$ cat src/rtl/uart_rx_pkg.sv
// Shared definitions for the UART receive path: FSM states, oversampling
// geometry, arming length and the 3-sample majority vote.
package uart_rx_pkg;

  typedef enum logic [1:0] {
    IDLE  = 2'd0,
    START = 2'd1,
    DATA  = 2'd2,
    STOP  = 2'd3
  } rx_state_e;

  localparam int OVERSAMPLE = 16;
  localparam int ARM_TICKS  = 16;
  localparam int DATA_BITS  = 8;

  // Tick indices within a bit at which the line is sampled (mid-bit).
  localparam logic [3:0] SAMPLE_A = 4'd7;
  localparam logic [3:0] SAMPLE_B = 4'd8;
  localparam logic [3:0] SAMPLE_C = 4'd9;

  localparam logic [3:0] IDX_LAST = 4'(OVERSAMPLE - 1);
  localparam logic [3:0] ARM_LAST = 4'(ARM_TICKS - 1);
  localparam logic [2:0] BIT_LAST = 3'(DATA_BITS - 1);

  // Two-of-three vote; suppresses a single corrupted sample.
  function automatic logic majority3(input logic a, input logic b, input logic c);
    return (a & b) | (a & c) | (b & c);
  endfunction

endpackage

$ cat src/rtl/uart_baud_tick.sv
// Oversample tick generator: one-clock tick every BAUD_DIV clocks. The
// clear input restarts the count so the tick phase can be aligned to a
// detected start edge. Shared by the receive and transmit paths.
module uart_baud_tick #(
  parameter int BAUD_DIV = 27
) (
  input  logic clk,
  input  logic rst,
  input  logic clear,
  output logic tick
);

  localparam int CW = (BAUD_DIV > 2) ? $clog2(BAUD_DIV) : 1;
  localparam logic [CW-1:0] TERM = CW'(BAUD_DIV - 1);

  logic [CW-1:0] cnt_q, cnt_d;

  assign tick = (cnt_q == TERM);

  // Next count: restart on clear or terminal count, otherwise advance.
  always_comb begin
    cnt_d = cnt_q + 1'b1;
    if (clear || tick) begin
      cnt_d = '0;
    end
  end

  // Counter register.
  always_ff @(posedge clk or negedge rst) begin
    if (!rst) begin
      cnt_q <= '0;
    end else begin
      cnt_q <= cnt_d;
    end
  end

endmodule

$ cat src/rtl/uart_rx.sv
// 8N1 UART receiver with 16x oversampling and mid-bit 3-sample majority
// voting. Produces a one-clock rx_done strobe with the byte, or a
// one-clock rx_frame_err strobe when the stop bit is low. After reset or
// a framing error the receiver must see the line idle high for a full
// bit time before it accepts a start edge.
module uart_rx
  import uart_rx_pkg::*;
#(
  parameter int BAUD_DIV = 27
) (
  input  logic       clk,
  input  logic       rst,
  input  logic       rx,
  output logic [7:0] rx_data,
  output logic       rx_done,
  output logic       rx_frame_err,
  output logic       rx_busy
);

  logic       rx_meta_q, rxs_q, rxs_prev_q;
  rx_state_e  state_q, state_d;
  logic [3:0] idx_q, idx_d;
  logic [2:0] bit_q, bit_d;
  logic       armed_q, armed_d;
  logic [3:0] arm_cnt_q, arm_cnt_d;
  logic [7:0] data_q, data_d;
  logic       done_q, done_d;
  logic       err_q, err_d;
  logic       samp_a_q, samp_b_q;
  logic [7:0] shreg_q;

  logic tick, clear, start_edge, vote, shift_en;

  uart_baud_tick #(
    .BAUD_DIV(BAUD_DIV)
  ) u_baud_tick (
    .clk  (clk),
    .rst  (rst),
    .clear(clear),
    .tick (tick)
  );

  assign start_edge = rxs_prev_q & ~rxs_q;
  assign vote       = majority3(samp_a_q, samp_b_q, rxs_q);
  assign shift_en   = tick && (state_q == DATA) && (idx_q == SAMPLE_C);

  assign rx_data      = data_q;
  assign rx_done      = done_q;
  assign rx_frame_err = err_q;
  assign rx_busy      = (state_q != IDLE);

  // Two-stage synchronizer plus a delayed copy for falling-edge detection;
  // all held at the idle (high) line level in reset.
  always_ff @(posedge clk or negedge rst) begin
    if (!rst) begin
      rx_meta_q  <= 1'b1;
      rxs_q      <= 1'b1;
      rxs_prev_q <= 1'b1;
    end else begin
      rx_meta_q  <= rx;
      rxs_q      <= rx_meta_q;
      rxs_prev_q <= rxs_q;
    end
  end

  // Arming, frame sequencing and output strobes.
  always_comb begin
    state_d   = state_q;
    idx_d     = idx_q;
    bit_d     = bit_q;
    armed_d   = armed_q;
    arm_cnt_d = arm_cnt_q;
    data_d    = data_q;
    done_d    = 1'b0;
    err_d     = 1'b0;
    clear     = 1'b0;

    // Count consecutive high ticks; any low tick restarts the count.
    if (tick) begin
      if (!rxs_q) begin
        arm_cnt_d = '0;
      end else if (arm_cnt_q == ARM_LAST) begin
        armed_d = 1'b1;
      end else begin
        arm_cnt_d = arm_cnt_q + 4'd1;
      end
    end

    case (state_q)
      IDLE: begin
        if (armed_q && start_edge) begin
          clear   = 1'b1;
          idx_d   = '0;
          state_d = START;
        end
      end
      START: begin
        if (tick) begin
          idx_d = idx_q + 4'd1;
          if ((idx_q == SAMPLE_C) && vote) begin
            state_d = IDLE;
          end else if (idx_q == IDX_LAST) begin
            state_d = DATA;
            bit_d   = '0;
          end
        end
      end
      DATA: begin
        if (tick) begin
          idx_d = idx_q + 4'd1;
          if (idx_q == IDX_LAST) begin
            bit_d = bit_q + 3'd1;
            if (bit_q == BIT_LAST) begin
              state_d = STOP;
            end
          end
        end
      end
      STOP: begin
        // Leave at mid-stop-bit so a following start edge is not missed.
        if (tick) begin
          idx_d = idx_q + 4'd1;
          if (idx_q == SAMPLE_C) begin
            state_d = IDLE;
            if (vote) begin
              data_d = shreg_q;
              done_d = 1'b1;
            end else begin
              err_d     = 1'b1;
              armed_d   = 1'b0;
              arm_cnt_d = '0;
            end
          end
        end
      end
      default: begin
        state_d = IDLE;
      end
    endcase
  end

  // Control and output state register.
  always_ff @(posedge clk or negedge rst) begin
    if (!rst) begin
      state_q   <= IDLE;
      idx_q     <= '0;
      bit_q     <= '0;
      armed_q   <= 1'b0;
      arm_cnt_q <= '0;
      data_q    <= 8'h00;
      done_q    <= 1'b0;
      err_q     <= 1'b0;
    end else begin
      state_q   <= state_d;
      idx_q     <= idx_d;
      bit_q     <= bit_d;
      armed_q   <= armed_d;
      arm_cnt_q <= arm_cnt_d;
      data_q    <= data_d;
      done_q    <= done_d;
      err_q     <= err_d;
    end
  end

  // Sample capture and LSB-first shift register; fully rewritten each frame.
  always_ff @(posedge clk) begin
    if (tick && (idx_q == SAMPLE_A)) begin
      samp_a_q <= rxs_q;
    end
    if (tick && (idx_q == SAMPLE_B)) begin
      samp_b_q <= rxs_q;
    end
    if (shift_en) begin
      shreg_q <= {vote, shreg_q[7:1]};
    end
  end

endmodule

$ cat config.mk
export PLATFORM = sky130hd
export DESIGN_NAME = uart_rx
export DESIGN_NICKNAME = d
export VERILOG_FILES = /design/src/rtl/uart_rx_pkg.sv /design/src/rtl/uart_baud_tick.sv /design/src/rtl/uart_rx.sv
export SDC_FILE = /design/constraint.sdc
export NUM_CORES = 1
export LEC_CHECK = 0
export CAP_MARGIN = 25
export CORE_MARGIN = 8
export CORE_UTILIZATION = 60
export CTS_BUF_LIST = sky130_fd_sc_hd__clkbuf_4 sky130_fd_sc_hd__clkbuf_8
export DETAILED_ROUTE_END_ITERATION = 8
export PLACE_DENSITY = 0.78
export SKIP_LAST_GASP = 1
export SLEW_MARGIN = 20
export SYNTH_ARGS = -nofsm -noshare
export SYNTH_HDL_FRONTEND = slang
export SYNTH_SLANG_ARGS = --single-unit
$ cat constraint.sdc
create_clock -name clk -period 3.2 [get_ports clk]
set_clock_uncertainty 0.15 [all_clocks]
set_input_delay 0.48 -clock clk [delete_from_list [all_inputs] [get_ports clk]]
set_output_delay 0.48 -clock clk [all_outputs]
set_load 0.02 [all_outputs]
==> flow_summary.toml, run 1 <==
[routing]
drc = 0
routed_via_density = 5.875
drtIter0Drc = 46
wl_per_cell_um = 15.28
drtPass1Iterations = 6
final_antenna_net_count = 0
num_vias = 1175
drt-total-wl_um = 3056

[yosys]
synth_most_common_cell = "dfrtp_1"
synth_area_sq_um = 1876
synth-edff-count = 10
yosysWarningCount = 0
synth_nets = 160
synth_flop_cell = "dfrtp_1"
synth_largest_area_cell = "dfrtp_1"
synth_seq_area_share_pct = 58.91
async_reset_ff_share_pct = 76.19
syn_area_per_cell_sq_um = 12.59
synth.distinct_cells = 42
syn_inst = 149
synthTopCellsByCount = "dfrtp_1 (29), nor2_1 (17), edfxtp_1 (10)"
synthTopCellsByArea = "dfrtp_1 (39%), edfxtp_1 (16%), mux2_2 (5.4%)"
ys_ff_latch = 42
synth_top_area_share_pct = 38.69

[cells_and_area]
nNetsFinal = 177
fillers = 222
layout-drive-gt1-share_pct = 18.56
fin_area_sq_um = 2095
syn_to_final_growth_pct = 11.67
n_antenna_cell = 0

[floorplan]
initial_utilization_pct = 62.46
die_w_um = 71.91
dieArea_sq_um = 5171
row_count = 20
io_pins = 14
die_y_um = 71.91
coreArea_sq_um = 3003

[setup_path]
path_buf_inv = 2
crit_family = "buffers and inverters"
crit_slowest_cell = "dfrtp_1"
crit_chain = "nor2_2, inv_2, clkdlybuf4s50_1"
r2r-start = "u_baud_tick.cnt_q[0]"
cp.required_ns = 2.57
max_stage_delay_ns = 0.63
critPathMaxFanout = 13
cp.arrival_ns = 1.84
startpoint_type = "register"
endpoint_kind = "output port"
crit_type = "reg2out"

[global_routing]
first_global_vias = 1199
grt-ovfl-total = 0
grt_max_degree = 19
track_usage_pct = 13.01
antenna_found_initial = 0
grt_first_pass_wirelength_um = 5285

[sta]
period_needed_ns = 2.469
finalSetupViolCount = 0
worstMarginPinSlew_ns = 0.6395
tns_ns = 0
grt_setup_unrepaired = "false"
slew_headroom_pct = 57.24
slew_violations = 0
min_period_over_period_pct = 77.15
hold_violations = 0
max_freq_mhz = 405.1

[clock_tree]
clkTransAtPathRegs_ns = 0.12
cts-buffers-inserted = 5
clk_path_buf_depth = 2
cts-root-buf = "clkbuf_4"
htree_num_levels = 2
cts_resized = 0
cts.sinks = 42
cts_setup_buffers = 0
cts_hold_buffers = 0
cts_tree = "built"
clk_latency_ns = 0.34

[placement]
placed_area_sq_um = 2031
gp_congestion = 0.8177
detailed_place_hpwl_um = 2289
port_buffers = 13

[pwr]
netSwitchingFraction_pct = 20.85
power.internal_uw = 660.3
power.leakage_uw = 0.0008959
power_frac_clock_pct = 32.2
p_switching_uw = 173.9
power_frac_comb_pct = 1.5
seqPwrFrac_pct = 66.3
power_density_nw_per_um2 = 398.3
peakVddDrop_uv = 274.6

[min_path]
hp-start = "rx_meta_q"
hold_class = "reg2reg"

[status]
status = "finished clean"

[job]
drv_cap = 0
## sequential cells by signal, indices dropped and copies added, names as in the netlist, named ones only
signal / count
u_baud_tick.cnt_q: 5
rxs_q: 1
shreg_q: 8
state_q: 1
rx_frame_err: 1
bit_q: 3
rx_done: 1
samp_a_q: 1
arm_cnt_q: 4
idx_q: 4
samp_b_q: 1
rx_data: 8
rx_meta_q: 1
armed_q: 1
rxs_prev_q: 1
## per-layer routing
metal  GRT usage [%]  routed length (um)  vias up
li1                -                   -      559
met1           15.10                1339      581
met2           21.05                1533       31
met3           4.270                 154        4
met4           6.576                  28        0
met5               0                   0        -
## through the flow
step / worst slack [ns] / power [uW] / hold WS (ns) / utilization [%] / std cells
after floorplan: 1.001 / 565.2 / 0.03441 / - / 149
after global placement: 1.171 / 577.1 / 0.1974 / 67.63 / 192
after detailed placement: 1.119 / 577.2 / 0.1971 / 67.63 / 192
after CTS: 0.7223 / 842.9 / 0.2183 / 69.75 / 200
after global routing: 0.6426 / 865.0 / 0.2239 / 69.75 / 200
final: 0.7313 / 834.2 / 0.2171 / 69.75 / 200
## cell families (layout without fill, tap and decap cells)
| family | count (synthesis) | after routing | synth area share, % |
|---|---|---|---|
| fa+ha+maj | 9 | 9 | 5.937 |
| flops | 42 | 42 | 58.91 |
| mux | 11 | 11 | 6.538 |
| simple gates | 54 | 54 | 16.95 |
| xor+xnor | 6 | 6 | 2.802 |
| compound gates | 16 | 16 | 6.004 |
| buf+inv | 11 | 29 | 2.868 |
## power by group through the flow
stage               logic (uW)  clock network (uW)  registers, uW
floorplan                 1.88                   0            563
global placement          13.3                   0            564
detailed placement        13.5                   0            564
CTS                       13.5                 276            553
global route              15.4                 296            554
finish                    12.8                 268            553
## layout by cell type (no fill, tap or decap), drive strengths merged, types with 2 or more instances in the layout
cell type and instances:
ha 8, xnor2 3, buf 2, a31oi 2, nor2 18, dfrtp 29, inv 6, nor3 7
dfstp 3, mux2 10, and4b 2, nand2 7, clkbuf 6, edfxtp 10, clkdlybuf4s50 13, a21oi 2
nand2b 2, o21ai 3, a22o 4, xor2 3, nand3 8, or2 2
## path summary, 6_finish.rpt
check | slack [ns] | depth (start not counted) | endpoint
max reg2reg | 1.15 | 6 | shreg_q[7]
min | 0.22 | 0 | rxs_q
min reg2reg | 0.22 | 0 | rxs_q
max | 0.73 | 3 | rx_busy
min in group asynchronous | 0.37 | 1 | u_baud_tick.cnt_q[3]
max in group asynchronous | 1.86 | 2 | rx_done
## cell type report
type	count	area (sq um)	area share [%]
Multi-Input combinational cell	96	716.9	34.23
Sequential cell	42	1105	52.75
Clock inverter	2	12.51	0.5974
Timing Repair Buffer	15	145.1	6.929
Inverter	6	22.52	1.075
Clock buffer	6	51.30	2.449
Tap cell	33	41.29	1.971
No activity file was read; power rests on OpenSTA's default activity.
==> run 2, diff against run 1 <==
--- a/config.mk
+++ b/config.mk
@@ -7,10 +7,10 @@
 export LEC_CHECK = 0
 export CAP_MARGIN = 25
 export CORE_MARGIN = 8
-export CORE_UTILIZATION = 60
+export CORE_UTILIZATION = 54
 export CTS_BUF_LIST = sky130_fd_sc_hd__clkbuf_4 sky130_fd_sc_hd__clkbuf_8
 export DETAILED_ROUTE_END_ITERATION = 8
-export PLACE_DENSITY = 0.78
+export PLACE_DENSITY = 0.74
 export SKIP_LAST_GASP = 1
 export SLEW_MARGIN = 20
 export SYNTH_ARGS = -nofsm -noshare
==> constraint.sdc (replaced) <==
create_clock -name clk -period 2.26 [get_ports clk]
set_clock_uncertainty 0.15 [all_clocks]
set_input_delay 0.339 -clock clk [delete_from_list [all_inputs] [get_ports clk]]
set_output_delay 0.339 -clock clk [all_outputs]
set_load 0.02 [all_outputs]
==> flow_summary.toml, run 2 (synthesis results as in run 1) <==
[floorplan]
row_count = 21
coreArea_sq_um = 3337
die_w_um = 74.94
io_pins = 14
die_y_um = 74.94
dieArea_sq_um = 5615
initial_utilization_pct = 56.21

[sta]
finalSetupViolCount = 0
worstMarginPinSlew_ns = 0.4001
slew_headroom_pct = 73.32
max_freq_mhz = 484.4
tns_ns = 0
grt_setup_unrepaired = "false"
min_period_over_period_pct = 91.34
period_needed_ns = 2.064
hold_violations = 0
timing.final.ws_setup_ns = 0.1956
slew_violations = 0

[setup_path]
max_stage_delay_ns = 0.45
endpoint_kind = "register"
cp.required_ns = 2.19
path_buf_inv = 2
r2r_end = "shreg_q[2]"
reg2reg_slack_ns = 0.20
crit_slowest_cell = "and4b_1"
startpoint_type = "register"
cp.arrival_ns = 1.99
crit_chain = "inv_1, ha_1, and4b_1, nand2_1, nor3_1, buf_4"
crit_family = "simple AND/OR/NAND/NOR gates"
reg2regPathDepth = 6
critPathMaxFanout = 9
crit_type = "reg2reg"
r2r-start = "u_baud_tick.cnt_q[0]"

[job]
drv_cap = 0

[clock_tree]
cts_tree = "built"
cts.sinks = 42
cts-buffers-inserted = 5
clk_latency_ns = 0.35
cts-root-buf = "clkbuf_4"
cts_hold_buffers = 0
htree_num_levels = 2
clk_path_buf_depth = 2
clkTransAtPathRegs_ns = 0.13

[placement]
port_buffers = 13
detailed_place_hpwl_um = 2327
gp_congestion = 0.7939
place_inst = 206
post-place-ws_ns = 0.1877

[routing]
drtPass1Iterations = 4
drt-total-wl_um = 3146
routed.top_layer = "met4"
wl_per_cell_um = 14.70
routed_via_density = 5.397
routed-wl-met2_um = 1614
drtIter0Drc = 53
drc = 0
m1WireLength_um = 1353
num_vias = 1155
dr_wl_met3_um = 125
final_antenna_net_count = 0

[pwr]
power_density_nw_per_um2 = 550.8
peakVddDrop_uv = 515.1
power.leakage_uw = 0.0009154

[status]
status = "finished clean"

[global_routing]
grt_first_pass_wirelength_um = 5451
grt_max_degree = 33
grt-ovfl-total = 0
first_global_vias = 1191
antenna_found_initial = 0
track_usage_pct = 12.77

[cells_and_area]
nNetsFinal = 178
final_cell_mix = "dfrtp_1 (28), nor2_1 (17), clkdlybuf4s50_1 (12)"
n_antenna_cell = 0
finalNonFillerCells = 214
syn_to_final_growth_pct = 12.88
layout_commonest_cell = "dfrtp_1"
layout-drive-gt1-share_pct = 19.64

[min_path]
hold_class = "in2async"
-- run 2: cell count changes in the layout (fill, tap and decap cells not counted), sizes merged --
cell,before,now
clkbuf,6,5
clkinv,1,2
dlymetal6s2s,0,1
clkdlybuf4s50,13,12
buf,2,3
-- run 2: per-stage QoR --
step                      area, sq um  hold WS [ns]  total power [uW]  util [%]
after global routing             2117        0.2246              1218     63.44
final                            2117        0.2145              1166     63.44
after CTS                        2115        0.2194              1178     63.37
after global placement           2054        0.2011             816.9     61.57
after floorplan                  1876       -0.1066             800.2         -
after detailed placement         2054        0.1978             817.3     61.57
-- run 2: worst max path at each step --
stage / depth (start not counted) / slack [ns] / from / to
2_1_floorplan: 6 / 0.06 / u_baud_tick.cnt_q[0] / shreg_q[0]
3_3_place_gp: 6 / 0.29 / u_baud_tick.cnt_q[0] / shreg_q[2]
3_5_place_dp: 6 / 0.19 / u_baud_tick.cnt_q[0] / shreg_q[4]
4_1_cts: 3 / 0.06 / state_q[0] / rx_busy
5_1_grt: 6 / 0.05 / u_baud_tick.cnt_q[0] / shreg_q[3]
6_report: 6 / 0.20 / u_baud_tick.cnt_q[0] / shreg_q[2]
-- run 2: final cells by class --
class / instances / area, sq um
tap: 46 / 57.56
fill: 279 / 1220
clock inverter: 3 / 21.27
inverter: 6 / 22.52
sequential: 42 / 1106
multi-input combinational: 96 / 716.9
timing repair buffer: 16 / 155.1
clock buffer: 5 / 37.54
-- run 2: timing repair --
item	CTS	global route
cloned	0	0
pin swaps	0	0
gates resized for setup	1	1
setup endpoints to repair	1	1
endpoints found under the hold margin	0	0
setup buffers	0	0
-- run 2: per-layer routing --
metal,global-route usage (%),vias up
met5,0,-
met1,15.44,570
met3,3.329,8
met4,5.217,0
met2,21.02,16
li1,-,561
-- run 2: power by group --
part / switching (uW) / leakage [uW] / internal, uW
Clock: 244 / 0.0000312 / 121
Sequential: 3.42 / 0.000508 / 780
Combinational: 12.4 / 0.000376 / 5.76
Total: 260 / 0.000915 / 906
-- run 2: worst reg2reg max path: cells and delay by family (launching register included) --
kind	cells	cell delay (ns)
simple gates	3	0.75
fa+ha+maj	1	0.20
buf+inv	2	0.27
flops	1	0.44
